`config.mk`:
```
export PLATFORM = sky130hd
export DESIGN_NAME = mac_array_sequencer
export DESIGN_NICKNAME = d
export VERILOG_FILES = /design/src/rtl/tpu_pkg.sv /design/src/rtl/mac_array_sequencer_valid_delay_line.sv /design/src/rtl/mac_array_sequencer.sv
export SDC_FILE = /design/constraint.sdc
export NUM_CORES = 1
export LEC_CHECK = 0
export ABC_AREA = 1
export BUFFER_PORTS_ARGS = -buffer_cell sky130_fd_sc_hd__buf_2
export CORE_MARGIN = 10
export CORE_UTILIZATION = 39
export DETAILED_ROUTE_END_ITERATION = 8
export HOLD_SLACK_MARGIN = 0.03
export SETUP_SLACK_MARGIN = 0.05
export SYNTH_ARGS = -nofsm -noshare
export SYNTH_HDL_FRONTEND = slang
export SYNTH_SLANG_ARGS = --single-unit
```
`constraint.sdc`:
```
create_clock -name clk -period 2.4 [get_ports clk]
set_input_delay 0.12 -clock clk [delete_from_list [all_inputs] [get_ports clk]]
set_output_delay 0.12 -clock clk [all_outputs]
set_load 0.02 [all_outputs]
```
`src/rtl/tpu_pkg.sv`:
```
// rtl/tpu_pkg.sv - shared sequencer state type and array timing helper
package tpu_pkg;

  typedef enum logic [2:0] {
    SEQ_IDLE,
    SEQ_FETCH,
    SEQ_PRELOAD,
    SEQ_LOAD,
    SEQ_STREAM,
    SEQ_DRAIN,
    SEQ_DONE
  } seq_state_type;

  // Last row's partial sum leaves the array N-1 hops after the first row sees data.
  function automatic int seq_latency(input int matrix_width, input int mac_latency);
    return matrix_width - 1 + mac_latency;
  endfunction

endpackage

```
`src/rtl/mac_array_sequencer_valid_delay_line.sv`:
```
// rtl/mac_array_sequencer_valid_delay_line.sv - fixed-depth 1-bit valid shift register
module valid_delay_line #(
  parameter int DEPTH = 4
) (
  input  logic clk,
  input  logic rst,
  input  logic valid,
  output logic delayed
);

  logic [DEPTH-1:0] stages;

  generate
    if (DEPTH == 1) begin : g_single
      always_ff @(posedge clk or posedge rst) begin
        if (rst) stages <= '0;
        else     stages <= valid;
      end
    end else begin : g_chain
      always_ff @(posedge clk or posedge rst) begin
        if (rst) stages <= '0;
        else     stages <= {stages[DEPTH-2:0], valid};
      end
    end
  endgenerate

  assign delayed = stages[DEPTH-1];

endmodule

```
`src/rtl/mac_array_sequencer.sv`:
```
// rtl/mac_array_sequencer.sv - weight-stationary pass sequencer for the MAC array
module mac_array_sequencer
  import tpu_pkg::*;
#(
  parameter int MATRIX_WIDTH  = 8,
  parameter int ADDRESS_WIDTH = 16,
  parameter int LENGTH_WIDTH  = 16,
  parameter int MAC_LATENCY   = 3
) (
  input  logic                     clk,
  input  logic                     rst,
  input  logic                     start,
  input  logic [ADDRESS_WIDTH-1:0] weight_base,
  input  logic [ADDRESS_WIDTH-1:0] data_base,
  input  logic [LENGTH_WIDTH-1:0]  length,
  output logic                     busy,
  output logic                     done,
  output logic                     weight_rd_en,
  output logic [ADDRESS_WIDTH-1:0] weight_rd_addr,
  output logic                     data_rd_en,
  output logic [ADDRESS_WIDTH-1:0] data_rd_addr,
  output logic                     preload_weight,
  output logic                     load_weight,
  output logic                     enable,
  output logic                     result_valid
);

  localparam int LATENCY = seq_latency(MATRIX_WIDTH, MAC_LATENCY);
  localparam int K_WIDTH = $clog2(MATRIX_WIDTH);
  localparam int D_WIDTH = $clog2(LATENCY + 1);
  localparam logic [K_WIDTH-1:0] K_LAST   = K_WIDTH'(MATRIX_WIDTH - 1);
  localparam logic [K_WIDTH-1:0] K_PENULT = K_WIDTH'(MATRIX_WIDTH - 2);
  localparam logic [D_WIDTH-1:0] D_LAST   = D_WIDTH'(LATENCY - 1);
  localparam logic [ADDRESS_WIDTH-1:0] ADDR_STEP = ADDRESS_WIDTH'(1);
  localparam logic [LENGTH_WIDTH-1:0]  LEN_ONE   = LENGTH_WIDTH'(1);
  localparam logic [LENGTH_WIDTH-1:0]  LEN_TWO   = LENGTH_WIDTH'(2);

  seq_state_type            state;
  logic [K_WIDTH-1:0]       k;
  logic [LENGTH_WIDTH-1:0]  j;
  logic [D_WIDTH-1:0]       drain;
  logic [LENGTH_WIDTH-1:0]  len;

  // Outputs are registered for the state being entered, so they line up with it.
  always_ff @(posedge clk or posedge rst) begin
    if (rst) begin
      state          <= SEQ_IDLE;
      k              <= '0;
      j              <= '0;
      drain          <= '0;
      len            <= '0;
      busy           <= 1'b0;
      done           <= 1'b0;
      weight_rd_en   <= 1'b0;
      weight_rd_addr <= '0;
      data_rd_en     <= 1'b0;
      data_rd_addr   <= '0;
      preload_weight <= 1'b0;
      load_weight    <= 1'b0;
      enable         <= 1'b0;
    end else begin
      done           <= 1'b0;
      weight_rd_en   <= 1'b0;
      data_rd_en     <= 1'b0;
      preload_weight <= 1'b0;
      load_weight    <= 1'b0;
      enable         <= 1'b0;
      case (state)
        SEQ_IDLE: if (start) begin
          state          <= SEQ_FETCH;
          busy           <= 1'b1;
          len            <= length;
          weight_rd_addr <= weight_base;
          data_rd_addr   <= data_base;
          weight_rd_en   <= 1'b1;
        end
        SEQ_FETCH: begin
          state          <= SEQ_PRELOAD;
          k              <= '0;
          preload_weight <= 1'b1;
          weight_rd_en   <= 1'b1;
          weight_rd_addr <= weight_rd_addr + ADDR_STEP;
        end
        SEQ_PRELOAD: if (k == K_LAST) begin
          state       <= SEQ_LOAD;
          load_weight <= 1'b1;
          data_rd_en  <= (len != '0);
        end else begin
          k              <= k + K_WIDTH'(1);
          preload_weight <= 1'b1;
          if (k != K_PENULT) begin
            weight_rd_en   <= 1'b1;
            weight_rd_addr <= weight_rd_addr + ADDR_STEP;
          end
        end
        SEQ_LOAD: if (len == '0) begin
          state <= SEQ_DONE;
          done  <= 1'b1;
        end else begin
          state  <= SEQ_STREAM;
          j      <= '0;
          enable <= 1'b1;
          if (len != LEN_ONE) begin
            data_rd_en   <= 1'b1;
            data_rd_addr <= data_rd_addr + ADDR_STEP;
          end
        end
        SEQ_STREAM: if (j == len - LEN_ONE) begin
          state <= SEQ_DRAIN;
          drain <= '0;
        end else begin
          j      <= j + LEN_ONE;
          enable <= 1'b1;
          if (j != len - LEN_TWO) begin
            data_rd_en   <= 1'b1;
            data_rd_addr <= data_rd_addr + ADDR_STEP;
          end
        end
        SEQ_DRAIN: if (drain == D_LAST) begin
          state <= SEQ_DONE;
          done  <= 1'b1;
        end else begin
          drain <= drain + D_WIDTH'(1);
        end
        default: begin
          state <= SEQ_IDLE;
          busy  <= 1'b0;
        end
      endcase
    end
  end

  valid_delay_line #(
    .DEPTH(LATENCY)
  ) u_valid_delay_line (
    .clk    (clk),
    .rst    (rst),
    .valid  (enable),
    .delayed(result_valid)
  );

endmodule

```
==> results_dict.tcl <==
set metrics [dict create \
    antenna_found_initial 0 \
    async_reset_ff_share_pct 100 \
    status "completed" \
    ys_ff_latch 91 \
    slew_headroom_pct 65.7 \
    leakage_uw 0.00370 \
    yosys_most_used_dff "dfrtp_1" \
    firstDrtPassIters 5 \
    synth_top_area_share_pct 38.1 \
    finClkSkew_ns 0.00682 \
    post-route-period-util_pct 92.5 \
    area_delta_synth_final_pct 23.5 \
    grt_pass1_vias 5442 \
    core_area_mm2 0.0151 \
    ir_drop_mv 0.316 \
    drv_cap 0 \
    synth_common_cells "nand2_1, dfrtp_1, nand3_1, nor2_1, inv_1" \
    worst_setup_path_end_kind "register" \
    synth.most_common_cell "nand2_1" \
    drc 0 \
    dpl.hpwl_um 12100 \
    power_uw 3100 \
    fin_nets 1048 \
    slew_violations 0 \
    path_clk_slew_ns 0.07 \
    drive_gt1_share_pct 19.0 \
    clk_latency_ns 0.35 \
    ctsLongestPathBuffers 2 \
    cts_sinks 91 \
    dp_cells 1134 \
    synth_cell_type_count 37 \
    finalHoldViolCount 0 \
    max_freq_mhz 451 \
    grt_start_max_net_pins 92 \
    ioPinCount 91 \
    cts_buffers 9 \
    yosysWarnings 0 \
    path_class "reg -> reg" \
    seq_area_frac_synth_pct 38.1 \
    die_h_um 144 \
    grt_pass1_wl_um 27200 \
    syn_avg_cell_area_um2 6.91 \
    place_congestion 0.903 \
    synth.cell_area_mm2 0.00598 \
    start_kind "register" \
    worstPathRequired_ns 2.69 \
    wl_per_cell_um 14.2 \
    synthCells 865 \
    stdcell_count 1177 \
    finalCriticalPeriod_ns 2.22 \
    start_util_pct 39.6 \
    setup_violations 0 \
    worstPathArrival_ns 2.51 \
    synth_edf_count 0 \
    worst_pin_slew_ns 0.511 \
    synth_area_leaders "dfrtp_1, nand2_1, nand3_1" \
    grt_use_total_pct 16.3 \
    drt-total-wl_um 16700 \
    via_count 5871 \
    synth_nets 928 \
    rsz0062_at_grt "no" \
    cp_max_fo 8 \
    root_buffer "clkbuf_16" \
    synth.largest_area_cell "dfrtp_1" \
    final_core_utilization_pct 48.9 \
    final_antenna_net_count 0 \
    drtIter0Drc 412 \
    p_per_area_mw_per_mm2 420 \
    die-area_mm2 0.0207 \
    std_cell_rows 45 \
    fp.dieW_um 144 \
    cts.htree.levels 3 \
    port_buffers 90 \
    vias_per_cell 4.99 \
    num_antenna_cells 0 \
    fin_setup_tns_ns 0 \
    cts_tree "built" \
    grt-ovfl-total 0 \
    hp-class "in -> reg" \
]
report_power, final:
group	switching, µW	total (µW)	internal, µW
registers	0	1530	1530
clock network	628	1460	836
logic	49.5	104	54.2
registers in the layout, indices dropped and copies added, names as in the netlist, 3 cells and up:
name                       flops
data_rd_addr                  16
drain                          4
j                             16
k                              3
len                           16
state                          3
u_valid_delay_line.stages     10
weight_rd_addr                16
timing repair:
item	CTS	global route
buffers inserted	0	6
hold buffers	19	0
endpoints found under the setup margin	0	38
endpoints found under the hold margin	109	0
gates resized for setup	0	32
metrics by stage:
step                setup WS (ns)  hold slack (ns)  cell area [µm²]
detailed placement          0.121            0.309             6680
floorplan                   0.393            0.230             5980
finish                      0.181           0.0431             7380
global placement            0.142            0.302             6680
CTS                        0.0938           0.0349             7170
global route               0.0300           0.0520             7380
critical path, cell delays in order, from the launching register on:
cell and delay [ns]:
dfrtp_1 0.40, buf_4 0.15, nor2_4 0.17, nand2_4 0.13, nor2_4 0.13, buf_4 0.12, nand2_1 0.05, xor2_1 0.18
nand2_1 0.09, nor2_2 0.18, nand2_2 0.12, nand2_8 0.13, clkbuf_16 0.17, nand3_1 0.06, nand2_1 0.08
layout make-up:
type / instances / area [µm²]
clock inverters: 5 / 61.3
multi-input cells: 660 / 3350
flip-flops and latches: 91 / 2280
repair buffers: 132 / 868
clock buffers: 10 / 239
inverters: 91 / 348
well taps: 188 / 235
fillers: 1568 / 7710
logic make-up (layout without fill, tap and decap cells):
kind of cell    count (synthesis)  count (layout)  synth area share, %
buf+inv                       116             238                 7.89
fa+ha+maj                      12              12                 2.51
flops                          91              91                 38.1
mux                             1               1                0.167
xor+xnor                       38              38                 5.80
simple gates                  521             523                 38.0
compound gates                 86              86                 7.58
worst paths after layout:
check                                        startpoint  cells after the start  slack, ns                           end
setup / recovery                                 len[2]                     14       0.18                          j[7]
hold / removal                           weight_base[7]                      3       0.04             weight_rd_addr[7]
setup reg to reg                                 len[2]                     14       0.18                          j[7]
hold reg to reg            u_valid_delay_line.stages[5]                      0       0.35  u_valid_delay_line.stages[6]
max in group asynchronous                           rst                      4       1.56                        len[4]
min in group asynchronous                           rst                      4       0.44                      state[1]
layer usage:
layer	up-vias	global-route usage, %	share of wire (%)
li1	3014	-	-
met1	2670	22.9	48
met2	167	23.8	44
met3	20	3.73	6.6
met4	0	5.53	1.4
met5	-	0	0
layout by cell type, fill, tap and decap left out, types with 3 or more instances in the layout:
cell           netlist  routed
a21oi_1             18      18
buf_12               0       3
buf_2                7      90
buf_4                3      19
clkbuf_16            0      10
dfrtp_1             91      91
dlygate4sd3_1        0      19
ha_1                12      10
inv_1               78      75
inv_2               12      13
nand2_1            283     280
nand2_2              4       6
nand3_1             87      85
nand3_2              3       4
nand3b_1             3       3
nand4_1             13      13
nor2_1              87      79
nor2_2               8      14
nor2_4               4       6
nor3_1              12      11
nor3_2               3       4
nor4_1               6       6
o211ai_1             6       6
o21ai_0             52      51
o21ai_1              5       6
or2_2                3       3
xnor2_1             11      11
xor2_1              26      26
Note: power is estimated with default switching activity, not from simulation.
